$ cat config.mk
export PLATFORM = sky130hd
export DESIGN_NAME = snax_acc_launch_ctrl
export DESIGN_NICKNAME = d
export VERILOG_FILES = /design/src/rtl/snax_acc_launch_ctrl.sv
export SDC_FILE = /design/constraint.sdc
export NUM_CORES = 1
export LEC_CHECK = 0
export ABC_AREA = 0
export BUFFER_PORTS_ARGS = -buffer_cell sky130_fd_sc_hd__buf_2
export CAP_MARGIN = 20
export CORE_AREA = 2 2 291 293
export CTS_CLUSTER_SIZE = 25
export DETAILED_ROUTE_END_ITERATION = 6
export DIE_AREA = 0 0 293 295
export PLACE_DENSITY = 0.58
export RECOVER_POWER = 25
export SYNTH_ARGS = -nofsm -noshare
export SYNTH_HDL_FRONTEND = slang
export SYNTH_SLANG_ARGS = --single-unit
$ cat constraint.sdc
create_clock -name clk_i -period 5.65 [get_ports clk_i]
set_input_delay 1.13 -clock clk_i [delete_from_list [all_inputs] [get_ports clk_i]]
set_output_delay 1.13 -clock clk_i [all_outputs]
set_load 0.1 [all_outputs]
$ cat src/rtl/snax_acc_launch_ctrl.sv
// Accelerator launch controller: one-deep CSR shadow feeding an active config dispatched to NumUnits sub-units.
// Launch at t shows first unit_cfg_valid_o at t+2; csr_reg_set_ready_o drops while the shadow is full.
module snax_acc_launch_ctrl #(
  parameter int unsigned RegRWCount   = 10,
  parameter int unsigned RegDataWidth = 32,
  parameter int unsigned NumUnits     = 2
) (
  input  logic                                      clk_i,
  input  logic                                      rst_i,
  input  logic [RegRWCount-1:0][RegDataWidth-1:0]   csr_reg_set_i,
  input  logic                                      csr_reg_set_valid_i,
  output logic                                      csr_reg_set_ready_o,
  output logic [2:0][RegDataWidth-1:0]              csr_reg_ro_set_o,
  output logic [RegRWCount-1:0][RegDataWidth-1:0]   unit_cfg_o,
  output logic [NumUnits-1:0]                       unit_cfg_valid_o,
  input  logic [NumUnits-1:0]                       unit_cfg_ready_i,
  input  logic [NumUnits-1:0]                       unit_done_i
);

  localparam logic [1:0] StIdle     = 2'd0;
  localparam logic [1:0] StDispatch = 2'd1;
  localparam logic [1:0] StRun      = 2'd2;

  typedef logic [RegRWCount-1:0][RegDataWidth-1:0] cfg_t;

  logic [1:0]              state_q, state_d;
  cfg_t                    shadow_q, shadow_d;
  cfg_t                    active_q, active_d;
  logic                    shadow_valid_q, shadow_valid_d;
  logic [NumUnits-1:0]     accepted_q, accepted_d;
  logic [NumUnits-1:0]     done_q, done_d;
  logic [RegDataWidth-1:0] perf_q, perf_d;
  logic [RegDataWidth-1:0] opcount_q, opcount_d;

  logic [NumUnits-1:0] active_en, shadow_en, accept, done_set, run_mask;
  logic                in_op, launch, accepted_all, done_all;

  assign active_en = active_q[RegRWCount-1][NumUnits-1:0];
  assign shadow_en = shadow_q[RegRWCount-1][NumUnits-1:0];
  assign in_op     = (state_q == StDispatch) || (state_q == StRun);
  assign launch    = csr_reg_set_valid_i & ~shadow_valid_q;

  assign csr_reg_set_ready_o = ~shadow_valid_q;
  assign unit_cfg_o          = active_q;
  assign unit_cfg_valid_o    = (state_q == StDispatch) ? (active_en & ~accepted_q) : '0;

  // A done pulse counts only once its unit has been handed the config, even in the same cycle.
  assign accept       = unit_cfg_valid_o & unit_cfg_ready_i;
  assign done_set     = unit_done_i & active_en & (accepted_q | accept) & {NumUnits{in_op}};
  assign accepted_all = (((accepted_q | accept) & active_en) == active_en);
  assign done_all     = (((done_q | done_set) & active_en) == active_en);

  assign run_mask = in_op ? (active_en & ~done_q) : '0;
  assign csr_reg_ro_set_o[0] = (RegDataWidth'(run_mask) << 2)
                             | RegDataWidth'({shadow_valid_q, in_op | shadow_valid_q});
  assign csr_reg_ro_set_o[1] = perf_q;
  assign csr_reg_ro_set_o[2] = opcount_q;

  always_comb begin
    state_d        = state_q;
    shadow_d       = shadow_q;
    active_d       = active_q;
    shadow_valid_d = shadow_valid_q;
    accepted_d     = accepted_q | accept;
    done_d         = done_q | done_set;
    perf_d         = perf_q;
    opcount_d      = opcount_q;

    if (launch) begin
      shadow_d       = csr_reg_set_i;
      shadow_valid_d = 1'b1;
    end

    if (in_op && (perf_q != '1)) begin
      perf_d = perf_q + 1'b1;
    end

    case (state_q)
      StIdle: begin
        if (shadow_valid_q) begin
          active_d       = shadow_q;
          shadow_valid_d = 1'b0;
          accepted_d     = '0;
          done_d         = '0;
          perf_d         = '0;
          if (shadow_en == '0) begin
            opcount_d = opcount_q + 1'b1;
          end else begin
            state_d = StDispatch;
          end
        end
      end
      StDispatch: begin
        if (accepted_all) begin
          state_d = StRun;
        end
      end
      StRun: begin
        if (done_all) begin
          state_d   = StIdle;
          opcount_d = opcount_q + 1'b1;
        end
      end
      default: state_d = StIdle;
    endcase
  end

  always_ff @(posedge clk_i) begin
    if (rst_i) begin
      state_q        <= StIdle;
      shadow_q       <= '0;
      active_q       <= '0;
      shadow_valid_q <= 1'b0;
      accepted_q     <= '0;
      done_q         <= '0;
      perf_q         <= '0;
      opcount_q      <= '0;
    end else begin
      state_q        <= state_d;
      shadow_q       <= shadow_d;
      active_q       <= active_d;
      shadow_valid_q <= shadow_valid_d;
      accepted_q     <= accepted_d;
      done_q         <= done_d;
      perf_q         <= perf_d;
      opcount_q      <= opcount_d;
    end
  end

endmodule
# After elaboration in Yosys (flattened, before gate mapping)
# Index checks and enable logic that the tools add are counted.
dict set report totals {
  register_bits 711
  latchBits 0
  ram_bits 0
  romBits 0
  input_bits 327
  out_inout_bits 419
  word_cells 83
  memories 0
}
dict set report classes {
  add_sub_neg 2
  multipliers 0
  n_div 0
  magnitude_cmp 0
  eq_ne 10
  shifts 0
  mux 21
  bitwise_logic 16
  reduce_logical 8
}
# op n
set ops {}
lappend ops {{$mux W32} 6}
lappend ops {{$add A32 B1 Y32 const B} 2}
lappend ops {{$pmux W32 S2} 1}
lappend ops {{$ne A32 B32 Y1 const B} 1}
lappend ops {{$mux W2} 10}
lappend ops {{$and A2 B2 Y2} 8}
lappend ops {{$ne A2 B2 Y1 const B} 5}
lappend ops {{$reduce_and A4 Y1} 2}
lappend ops {{$pmux W2 S3} 1}
lappend ops {{$eq A2 B2 Y1} 2}
lappend ops {{$logic_not A2 Y1} 2}
lappend ops {{$not A2 Y2} 2}
lappend ops {{$or A2 B2 Y2} 2}
lappend ops {{$or A4 B2 Y4} 1}
lappend ops {{$mux W1} 3}
lappend ops {{$eq A2 B1 Y1 const B} 1}
lappend ops {{$eq A2 B2 Y1 const B} 1}
lappend ops {{$reduce_and A2 Y1} 1}
lappend ops {{$reduce_bool A2 Y1} 1}
lappend ops {{$and A1 B1 Y1} 1}
lappend ops {{$logic_and A1 B1 Y1} 1}
lappend ops {{$logic_or A1 B1 Y1} 1}
lappend ops {{$not A1 Y1} 1}
lappend ops {{$or A1 B1 Y1} 1}

# Longest topological paths before layout
# Gate-level depths: netlist (run 1).
dict set report depth {
  depth_word 12
  depth_mapped 10
}

# Least setup slack after synthesis (run 1)
# OpenSTA, ideal clock, no wires.
dict set report synth_path {
  kind {register to output}
  from {register active_q, in the netlist unit_cfg_o[289]}
  to {output port unit_cfg_valid_o[1]}
  arrival_time_ns 2.414
  path_slack_ns 2.106
  stages_incl_launch_ff 3
  path_buffers 0
  path_cell_list {dfxtp_1 > nand2_1 > nor2_1}
}
dict set report synth_via {
  elab_chain_cells 2
}
# element line
set synth_rtl {}
lappend synth_rtl {{start: declaration} 28} ;# cfg_t active_q, active_d;
lappend synth_rtl {{start signal: assignment} 121} ;# active_q <= active_d;
lappend synth_rtl {{$and A2 B2 Y2} 45} ;# assign unit_cfg_valid_o = (state_q == StDispatch) ? (active_en & ~accepted_q) : '0;
lappend synth_rtl {{$mux W2} 45}
lappend synth_rtl {{end: declaration} 15} ;# output logic [NumUnits-1:0] unit_cfg_valid_o,
# Every way passes these cells.

# Final worst setup path (run 1)
dict set report layout_path {
  from {register state_q[0]}
  to {register active_q, in the netlist unit_cfg_o[52]}
}
dict set report layout_via {
  elab_chain_cells 2
}
# element line
set layout_rtl {}
lappend layout_rtl {{start: declaration} 26} ;# logic [1:0] state_q, state_d;
lappend layout_rtl {{start signal: assignment} 110} ;# state_q <= StIdle;
lappend layout_rtl {{start signal: assignment} 119} ;# state_q <= state_d;
lappend layout_rtl {{$logic_not A2 Y1} 78} ;# case (state_q)
lappend layout_rtl {{$reduce_and A2 Y1 (no source line)} -}
# Every way passes these cells.
# A chain may end at the register's enable or synchronous reset.

==> results of run 1 <==
-- kinds of logic after synthesis --
logic type	synth area share [%]
other	0.0147
adders and majority gates	0.343
buffers and inverters	4.49
muxes	0.201
AOI/OAI and AO/OA	15.3
xor gates and xnor gates	0.446
and+or+nand+nor	23.5
DFF	55.7
-- worst reg2reg max path: stages, from the launching register on --
cell     delay (ns)
dfxtp_1        0.34
inv_1          0.11
ha_1           0.26
and2_0         2.14
buf_4          0.81
nand2_1        0.23
a21oi_1        0.16
-- registers in the layout, summed over array words and instances (netlist names) --
name / count
shadow_valid_q: 1
opcount_q: 32
perf_q: 32
state_q: 2
unit_cfg_o: 320
accepted_q: 2
shadow_q: 318
done_q: 2
shadow_en: 2
-- layer usage --
layer	track usage (%)	routed length (um)	vias up
li1	-	-	11800
met1	20.9	32800	10700
met2	29.2	39100	648
met3	5.43	5990	152
met4	7.95	2620	28
met5	0	166	-
-- worst max path at each step --
| stage | start | endpoint | slack (ns) | cells after the start |
|---|---|---|---|---|
| 4_1_cts | state_q[0] | csr_reg_ro_set_o[0] | 2.13 | 5 |
| 2_1_floorplan | unit_cfg_o[289] | unit_cfg_valid_o[1] | 2.11 | 2 |
| 3_3_place_gp | rst_i | shadow_q[184] | 2.24 | 4 |
| 6_report | state_q[0] | unit_cfg_o[52] | 1.51 | 6 |
| 3_5_place_dp | rst_i | unit_cfg_o[8] | 2.19 | 4 |
| 5_1_grt | state_q[0] | unit_cfg_o[52] | 1.03 | 6 |
-- layout by cell type (no fill, tap or decap), types with 21 or more instances in the layout --
cell / Yosys / final
nor2_1: 39 / 39
conb_1: 1 / 28
nand2_1: 1312 / 1312
or3_1: 25 / 25
dfxtp_1: 711 / 711
buf_2: 5 / 716
clkbuf_1: 213 / 21
clkbuf_16: 0 / 78
o21ai_0: 24 / 24
nand3_1: 24 / 24
a21oi_1: 688 / 688
-- power by group through the flow --
| stage | Sequential (mW) | Clock (mW) | Combinational (mW) |
|---|---|---|---|
| 2_1_floorplan | 6.33 | 0 | 1.09 |
| 3_3_place_gp | 5.56 | 0 | 2.48 |
| 3_5_place_dp | 5.56 | 0 | 2.49 |
| 4_1_cts | 5.46 | 5.35 | 2.49 |
| 5_1_grt | 5.49 | 5.55 | 2.65 |
| 6_report | 5.46 | 5.19 | 2.46 |
-- area by class of cell --
type	instances	area (sq um)
multi-input cells	2294	10300
repair buffers	745	3900
inverters	13	48.8
diodes	14	35.0
well taps	1080	1350
flip-flops and latches	711	14200
fillers	8843	50700
clock buffers	113	2250
clock inverters	21	368
-- per-stage QoR --
stage / cell area [sq um] / instances / hold slack [ns] / setup WS (ns) / utilization (%)
3_3_place_gp: 29900 / 4843 / 0.436 / 2.24 / 35.9
4_1_cts: 32500 / 4977 / 0.434 / 2.13 / 39.1
5_1_grt: 32500 / 4989 / 0.449 / 1.03 / 39.0
6_report: 32500 / 4991 / 0.432 / 1.51 / 39.0
2_1_floorplan: 25700 / 3278 / 0.432 / 2.11 / -
3_5_place_dp: 29900 / 4843 / 0.441 / 2.19 / 35.9
==> results.toml, run 1 <==
[power_and_ir_drop]
power_density_mw_per_mm2 = 404
seq_power_share_pct = 41.6
power.share.clock_pct = 39.6
power_mw = 13.1
ir_drop_mv = 0.225
intPower_mw = 8.83
comb_power_share_pct = 18.7
switching_share_pct = 32.7
p_switching_mw = 4.28
p_leak_nw = 13.3

[worst_setup_path]
r2r_start = "state_q[0]"
worstSetupPathType = "register to register"
cpLargestDelayFamily = "simple AND/OR/NAND/NOR gates"
max_stage_delay_ns = 2.14
critPathBufInv = 2
start_kind = "register"
reg2reg_depth = 6
cp_slowest_cell = "and2_0"
reg2reg_slack_ns = 1.51
end_kind = "register"
path_max_fanout = 49
crit_required_ns = 6.17
crit_chain = "inv_1, ha_1, and2_0, buf_4, nand2_1, a21oi_1"
arrival_ns = 4.66
rr_endpoint = "unit_cfg_o[52]"

[timing]
worst_pin_slew_ns = 2.95
setup_viol = 0
finalHoldViolations = 0
clock_skew_ns = 0.0561
fin_crit_ns = 4.14
drv_slew = 309
setup_tns_ns = 0
max_freq_mhz = 241
relSlewSlack_pct = -96.5
post-route-period-util_pct = 73.3
rsz0062_at_grt = "no"

[yosys]
ys.flop_type = "dfxtp_1"
synth_area_sq_mm = 0.0256
synth_cell_type_count = 50
synth_commonest_cells = "nand2_1 (1,312), dfxtp_1 (711), a21oi_1 (688)"
async_flop_share_pct = 0
syn-instance-count = 3251
synth_edf_count = 0
yosys.area.top_type = "dfxtp_1"
yosysMostFrequentCell = "nand2_1"
yosys-top-cells-area = "dfxtp_1 (56%), nand2_1 (19%), a21oi_1 (13%)"
synth_seq_cells = 711
yosys_warnings = 0
synth_top_area_share_pct = 55.7
synthesis.area_per_instance_sq_um = 7.86
ys_seq_area_share_pct = 55.7

[global_routing]
antenna_found_initial = 27
grt_use_total_pct = 17.6
grt_max_degree = 212
grt_pass1_wl_um = 122000
grt_pass1_vias = 21500
grt_overflow = 0

[clock_network]
post_cts_buffers = 0
clock-sinks = 711
clk_latency_ns = 0.62
cts_tree = "done"
clk_path_buf_depth = 3
cts_buffers = 78
clk_pin_slew_worst_paths_ns = 0.06
hold_buffers = 0
root_buffer = "clkbuf_16"
htreeDepth = 3
ctsResizeCount = 0

[routing]
finalWirelength_um = 80600
drc = 0
vias = 23300
wl_per_cell_um = 16.2
detail-route-antenna-nets = 0
drtPass1Iterations = 5
via_per_inst = 4.68
dr.first_iter.drc_count = 1267

[worst_hold_path]
hold_depth = 2
hold_path.class = "register to register"
min-delay-start = "shadow_q[97]"
holdPathEnd = "unit_cfg_o[97]"

[status]
status = "complete, but fails checks"
violations = "max-capacitance violations, max-slew violations"

[floorplanning]
io-pin-count = 746
dieArea_sq_mm = 0.0864
die_w_um = 293
fp.dieH_um = 295
row_count = 106
coreArea_sq_mm = 0.0832
initial_core_util_pct = 30.7

[cells_and_area]
drive_gt1_share_pct = 22.4
syn2layout_area_growth_pct = 27.1
nets = 4177

[place]
post-dp-hpwl_um = 53100
finalWeightedCongestion = 0.786
portBuffers = 717

[run]
cap_viol_max_count = 3
Power figures use the tool's default switching activity.
==> run 2, diff against run 1 <==
--- a/config.mk
+++ b/config.mk
@@ -8,11 +8,11 @@
 export ABC_AREA = 0
 export BUFFER_PORTS_ARGS = -buffer_cell sky130_fd_sc_hd__buf_2
 export CAP_MARGIN = 20
-export CORE_AREA = 2 2 291 293
+export CORE_AREA = 2 2 290 292
 export CTS_CLUSTER_SIZE = 25
 export DETAILED_ROUTE_END_ITERATION = 6
-export DIE_AREA = 0 0 293 295
-export PLACE_DENSITY = 0.58
+export DIE_AREA = 0 0 292 294
+export PLACE_DENSITY = 0.6
 export RECOVER_POWER = 25
 export SYNTH_ARGS = -nofsm -noshare
 export SYNTH_HDL_FRONTEND = slang
==> constraint.sdc (replaced) <==
create_clock -name clk_i -period 3.64 [get_ports clk_i]
set_input_delay 0.728 -clock clk_i [delete_from_list [all_inputs] [get_ports clk_i]]
set_output_delay 0.728 -clock clk_i [all_outputs]
set_load 0.1 [all_outputs]
==> run 2 against run 1 <==
  * The flow still finishes with violations (max-capacitance violations, max-slew violations)
  * Non-clock buffer count up 8
  * Worst hold slack worse by 0.093 ns
  * Sequential power up 55%
  * Worst setup slack worse by 0.93 ns
  * Largest cell class unchanged
  * Highest routed layer unchanged
==> results.toml, run 2 (same netlist as run 1, synthesis figures left out) <==
[routing]
drtPass1Iterations = 5
via_per_inst = 4.71
dr.first_iter.drc_count = 1356
wl_per_cell_um = 16.1
detail-route-antenna-nets = 0
finalWirelength_um = 80900
drc = 0
vias = 23600

[place]
post-dp-hpwl_um = 53500
place_area_sq_mm = 0.0299
finalWeightedCongestion = 0.833
portBuffers = 717
place_ws_ns = 0.882

[floorplanning]
die_w_um = 292
row_count = 106
dieArea_sq_mm = 0.0858
io-pin-count = 746
fp.dieH_um = 294
initial_core_util_pct = 30.8
coreArea_sq_mm = 0.0829

[global_routing]
grt_pass1_wl_um = 123000
grt_use_total_pct = 17.7
grt_overflow = 0
grt_max_degree = 178
antenna_found_initial = 26
grt_pass1_vias = 21500

[worst_setup_path]
worstSetupPathType = "register to primary output"
max_stage_delay_ns = 0.53
crit_required_ns = 2.91
crit_chain = "inv_1, ha_1, inv_1, nand2_1, buf_2"
crit_path_frequent_cell = "inv_1"
path_max_fanout = 10
arrival_ns = 2.34
end_kind = "primary output"
cp_slowest_cell = "ha_1"
start_kind = "register"

[run]
cap_viol_max_count = 1

[timing]
post-route-period-util_pct = 84.2
setup_tns_ns = 0
worst_pin_slew_ns = 1.97
holdWs_ns = 0.338
timing.final.ws_setup_ns = 0.575
clock_skew_ns = 0.0287
drv_slew = 150
finalHoldViolations = 0
max_freq_mhz = 326
relSlewSlack_pct = -31.1
rsz0062_at_grt = "no"
setup_viol = 0
fin_crit_ns = 3.06

[cells_and_area]
syn2layout_area_growth_pct = 27.3
utilization_pct = 39.3
fillers = 8812
nets = 4188
drive_gt1_share_pct = 19.9
mostFrequentLayoutCell = "nand2_1"
largest_reg_flops = 320
most-common-layout-cells = "nand2_1 (1,311), dfxtp_1 (711), a21oi_1 (688)"
final_cell_area_sq_mm = 0.0325

[worst_hold_path]
hold_path.class = "input pin to register"

[clock_network]
clk_path_buf_depth = 3
clk_latency_ns = 0.62
hold_buffers = 0
htreeDepth = 3
ctsResizeCount = 0
root_buffer = "clkbuf_16"
clock-sinks = 711
cts_tree = "done"
clk_pin_slew_worst_paths_ns = 0.06
post_cts_buffers = 0
cts_buffers = 81

[status]
status = "complete, but fails checks"
violations = "max-capacitance violations, max-slew violations"

[power_and_ir_drop]
ir_drop_mv = 0.414
p_leak_nw = 13.0
power_density_mw_per_mm2 = 635
[run 2: area by class of cell]
class	count	area (sq um)	area share [%]
Antenna cell	17	42.5	0.131
Clock buffer	115	2360	7.24
Clock inverter	28	399	1.23
Inverter	13	48.8	0.150
Multi-Input combinational cell	2294	10300	31.6
Sequential cell	711	14200	43.7
Tap cell	1080	1350	4.15
Timing Repair Buffer	753	3820	11.8
[run 2: worst paths after layout]
| check | from | to | slack, ns | cells after the start |
|---|---|---|---|---|
| hold / removal | csr_reg_set_i[267] | shadow_q[267] | 0.34 | 3 |
| hold reg to reg | shadow_q[278] | unit_cfg_o[278] | 0.43 | 2 |
| setup / recovery | state_q[0] | csr_reg_ro_set_o[0] | 0.58 | 5 |
| setup reg to reg | shadow_valid_q | shadow_q[20] | 0.62 | 5 |
[run 2: per-layer routing]
layer	vias to the layer above	global-route usage, %	wire length (um)
met5	-	0	117
met4	18	7.73	2770
met3	171	4.98	6000
met2	671	29.3	38500
met1	10900	21.5	33400
li1	11800	-	-
[run 2: critical path, delay by kind of cell (launching register included)]
family	cells	cell delay (ns)
buf+inv	3	0.71
simple gates	1	0.10
flops	1	0.38
fa+ha+maj	1	0.53
[run 2: power by group]
part | switching, mW | internal, mW | total (mW)
sequential | 0.233 | 8.23 | 8.46
combinational | 3.11 | 0.694 | 3.80
clock | 3.35 | 5.03 | 8.38
[run 2: per-stage QoR]
step	power, mW	cells
after CTS	21.0	4993
after global placement	12.5	4850
final	20.7	5011
after global routing	21.5	5008
after detailed placement	12.5	4850
after floorplan	11.5	3278
==> run 3, diff against run 2 <==
--- a/config.mk
+++ b/config.mk
@@ -5,14 +5,14 @@
 export SDC_FILE = /design/constraint.sdc
 export NUM_CORES = 1
 export LEC_CHECK = 0
-export ABC_AREA = 0
+export ABC_AREA = 1
 export BUFFER_PORTS_ARGS = -buffer_cell sky130_fd_sc_hd__buf_2
 export CAP_MARGIN = 20
-export CORE_AREA = 2 2 290 292
+export CORE_AREA = 2 2 287 289
 export CTS_CLUSTER_SIZE = 25
 export DETAILED_ROUTE_END_ITERATION = 6
-export DIE_AREA = 0 0 292 294
-export PLACE_DENSITY = 0.6
+export DIE_AREA = 0 0 289 291
+export PLACE_DENSITY = 0.63
 export RECOVER_POWER = 25
 export SYNTH_ARGS = -nofsm -noshare
 export SYNTH_HDL_FRONTEND = slang
==> constraint.sdc (replaced) <==
create_clock -name clk_i -period 2.6 [get_ports clk_i]
set_input_delay 0.52 -clock clk_i [delete_from_list [all_inputs] [get_ports clk_i]]
set_output_delay 0.52 -clock clk_i [all_outputs]
set_load 0.1 [all_outputs]
==> run 3 against run 2 <==
  * The flow now finishes without violations
  * Synthesized area is 4.0% higher
  * Power is 100% higher
  * Critical path depth stayed put
  * Largest power group is now combinational logic
==> results.toml, run 3 <==
[power_and_ir_drop]
switching_share_pct = 47.0
p_switching_mw = 19.7
ir_drop_mv = 0.777
intPower_mw = 22.2
power.share.clock_pct = 27.4
seq_power_share_pct = 32.5
p_leak_nw = 15.4
power_density_mw_per_mm2 = 1230
power_mw = 41.8
comb_power_share_pct = 40.0

[cells_and_area]
largest_reg_flops = 320
most-common-layout-cells = "nor2_1 (1,421), buf_2 (712), dfxtp_1 (711)"
syn2layout_area_growth_pct = 27.7
drive_gt1_share_pct = 21.6
nets = 4589
multi_input_area_sq_mm = 0.0109
seqCellArea_sq_mm = 0.0142
fin_cells = 5397
fillers = 8411
mostFrequentLayoutCell = "nor2_1"

[clock_network]
clock-sinks = 711
clk_path_buf_depth = 3
htreeDepth = 3
post_cts_buffers = 0
ctsResizeCount = 4
root_buffer = "clkbuf_16"
cts_buffers = 79
hold_buffers = 0
clk_pin_slew_worst_paths_ns = 0.06
cts_tree = "done"
clk_latency_ns = 0.63

[timing]
max_freq_mhz = 406
rsz0062_at_grt = "no"
worst_pin_slew_ns = 1.22
drv_slew = 0
post-route-period-util_pct = 94.7
clock_skew_ns = 0.0330
relSlewSlack_pct = 18.8
fin_crit_ns = 2.46
finalHoldViolations = 0
holdWs_ns = 0.104
setup_viol = 0
setup_tns_ns = 0

[worst_setup_path]
r2r_start = "state_q[0]"
worstSetupPathType = "register to primary output"
reg2reg_slack_ns = 0.14
crit_start = "state_q[1]"
endpoint = "unit_cfg_valid_o[0]"
path_max_fanout = 5
rr_endpoint = "unit_cfg_o[174]"
start_kind = "register"
reg2reg_depth = 7
arrival_ns = 1.94
crit_required_ns = 2.08
end_kind = "primary output"

[place]
portBuffers = 717
post-dp-hpwl_um = 57800
place_inst = 5244
finalWeightedCongestion = 0.904

[floorplanning]
die_w_um = 289
initial_core_util_pct = 32.7
row_count = 105
dieArea_sq_mm = 0.0841
io-pin-count = 746
fp.dieH_um = 291
coreArea_sq_mm = 0.0812

[yosys]
yosys-top-cells-area = "dfxtp_1 (54%), nor2_1 (20%), o21ai_0 (12%)"
synthesis.area_per_instance_sq_um = 7.32
synth_edf_count = 0
synth_cell_type_count = 31
ys.flop_type = "dfxtp_1"
synth_area_sq_mm = 0.0266
syn-instance-count = 3630
synth_seq_cells = 711
yosys_warnings = 0
yosysMostFrequentCell = "nor2_1"
async_flop_share_pct = 0
synth_commonest_cells = "nor2_1 (1,425), dfxtp_1 (711), o21ai_0 (659)"
synth_top_area_share_pct = 53.5
ys_seq_area_share_pct = 53.5
yosys.area.top_type = "dfxtp_1"

[routing]
dr.first_iter.drc_count = 1506
via_per_inst = 4.66
drc = 0
detail-route-antenna-nets = 0
drtPass1Iterations = 5
wl_per_cell_um = 15.6
vias = 25200
finalWirelength_um = 84100

[global_routing]
grt_pass1_vias = 23000
grt_use_total_pct = 19.0
antenna_found_initial = 20
grt_max_degree = 129
grt_overflow = 0
grt_pass1_wl_um = 129000

[worst_hold_path]
hold_path.class = "input pin to register"

[run]
cap_viol_max_count = 0

[status]
status = "complete, no violations"
[run 3: cell types whose count changed in the layout (fill, tap and decap cells not counted), sizes merged, moves of 36 or more]
cell | previous run | this run
inv | 17 | 113
buf | 634 | 767
clkbuf | 234 | 125
nand2 | 1312 | 283
nand3 | 24 | 60
o21ai | 24 | 660
nor2 | 39 | 1429
a21oi | 688 | 45
[run 3: worst max-delay path, cell delays in order (launching register included)]
cell and delay, ns:
dfxtp_1 0.32, inv_1 0.17, ha_1 0.28, nand2_1 0.11, nor2_2 0.10, clkbuf_4 0.33
[run 3: logic make-up after synthesis]
logic type / synth area share, %
fa+ha+maj: 0.329
compound gates: 13.3
flops: 53.5
other cells: 0.0141
xor+xnor: 0.132
buf+inv: 5.88
simple gates: 26.8
[run 3: cell type report]
type / count / share of cell area [%]
flip-flops and latches: 711 / 41.9
repair buffers: 778 / 12.6
diodes: 10 / 0.0737
multi-input cells: 2574 / 32.1
clock inverters: 29 / 1.21
clock buffers: 114 / 6.80
well taps: 1070 / 3.94
inverters: 111 / 1.28
[run 3: power groups by stage]
stage          clock [mW]  sequential [mW]  combinational (mW)
4_1_cts              11.8             13.6                16.9
3_5_place_dp            0             13.8                16.8
6_report             11.5             13.6                16.7
5_1_grt              12.2             13.8                17.7
2_1_floorplan           0             22.6                4.75
3_3_place_gp            0             13.8                16.8
[run 3: how the worst min path moves through the flow]
stage,start,end,cells past startpoint
5_1_grt,csr_reg_set_i[206],shadow_q[206],3
4_1_cts,csr_reg_set_i[202],shadow_q[202],3
3_3_place_gp,unit_cfg_o[299],unit_cfg_o[299],2
3_5_place_dp,unit_cfg_o[96],unit_cfg_o[96],2
2_1_floorplan,accepted_q[0],accepted_q[0],2
6_report,csr_reg_set_i[202],shadow_q[202],3
[run 3: routing by layer]
metal	GRT usage (%)	wire [um]	share of wire (%)
met1	23.4	35300	42
met2	31.7	39900	47
met3	5.15	5990	7.1
met4	6.91	2670	3.2
met5	0	160	0.19
[run 3: metrics by stage]
step	area [sq um]	worst slack, ns	utilization (%)
3_5_place_dp	31300	0.399	38.5
6_report	34000	0.138	41.8
2_1_floorplan	26700	0.0579	-
4_1_cts	34000	0.0229	41.9
5_1_grt	33900	0.0370	41.8
3_3_place_gp	31300	0.485	38.5
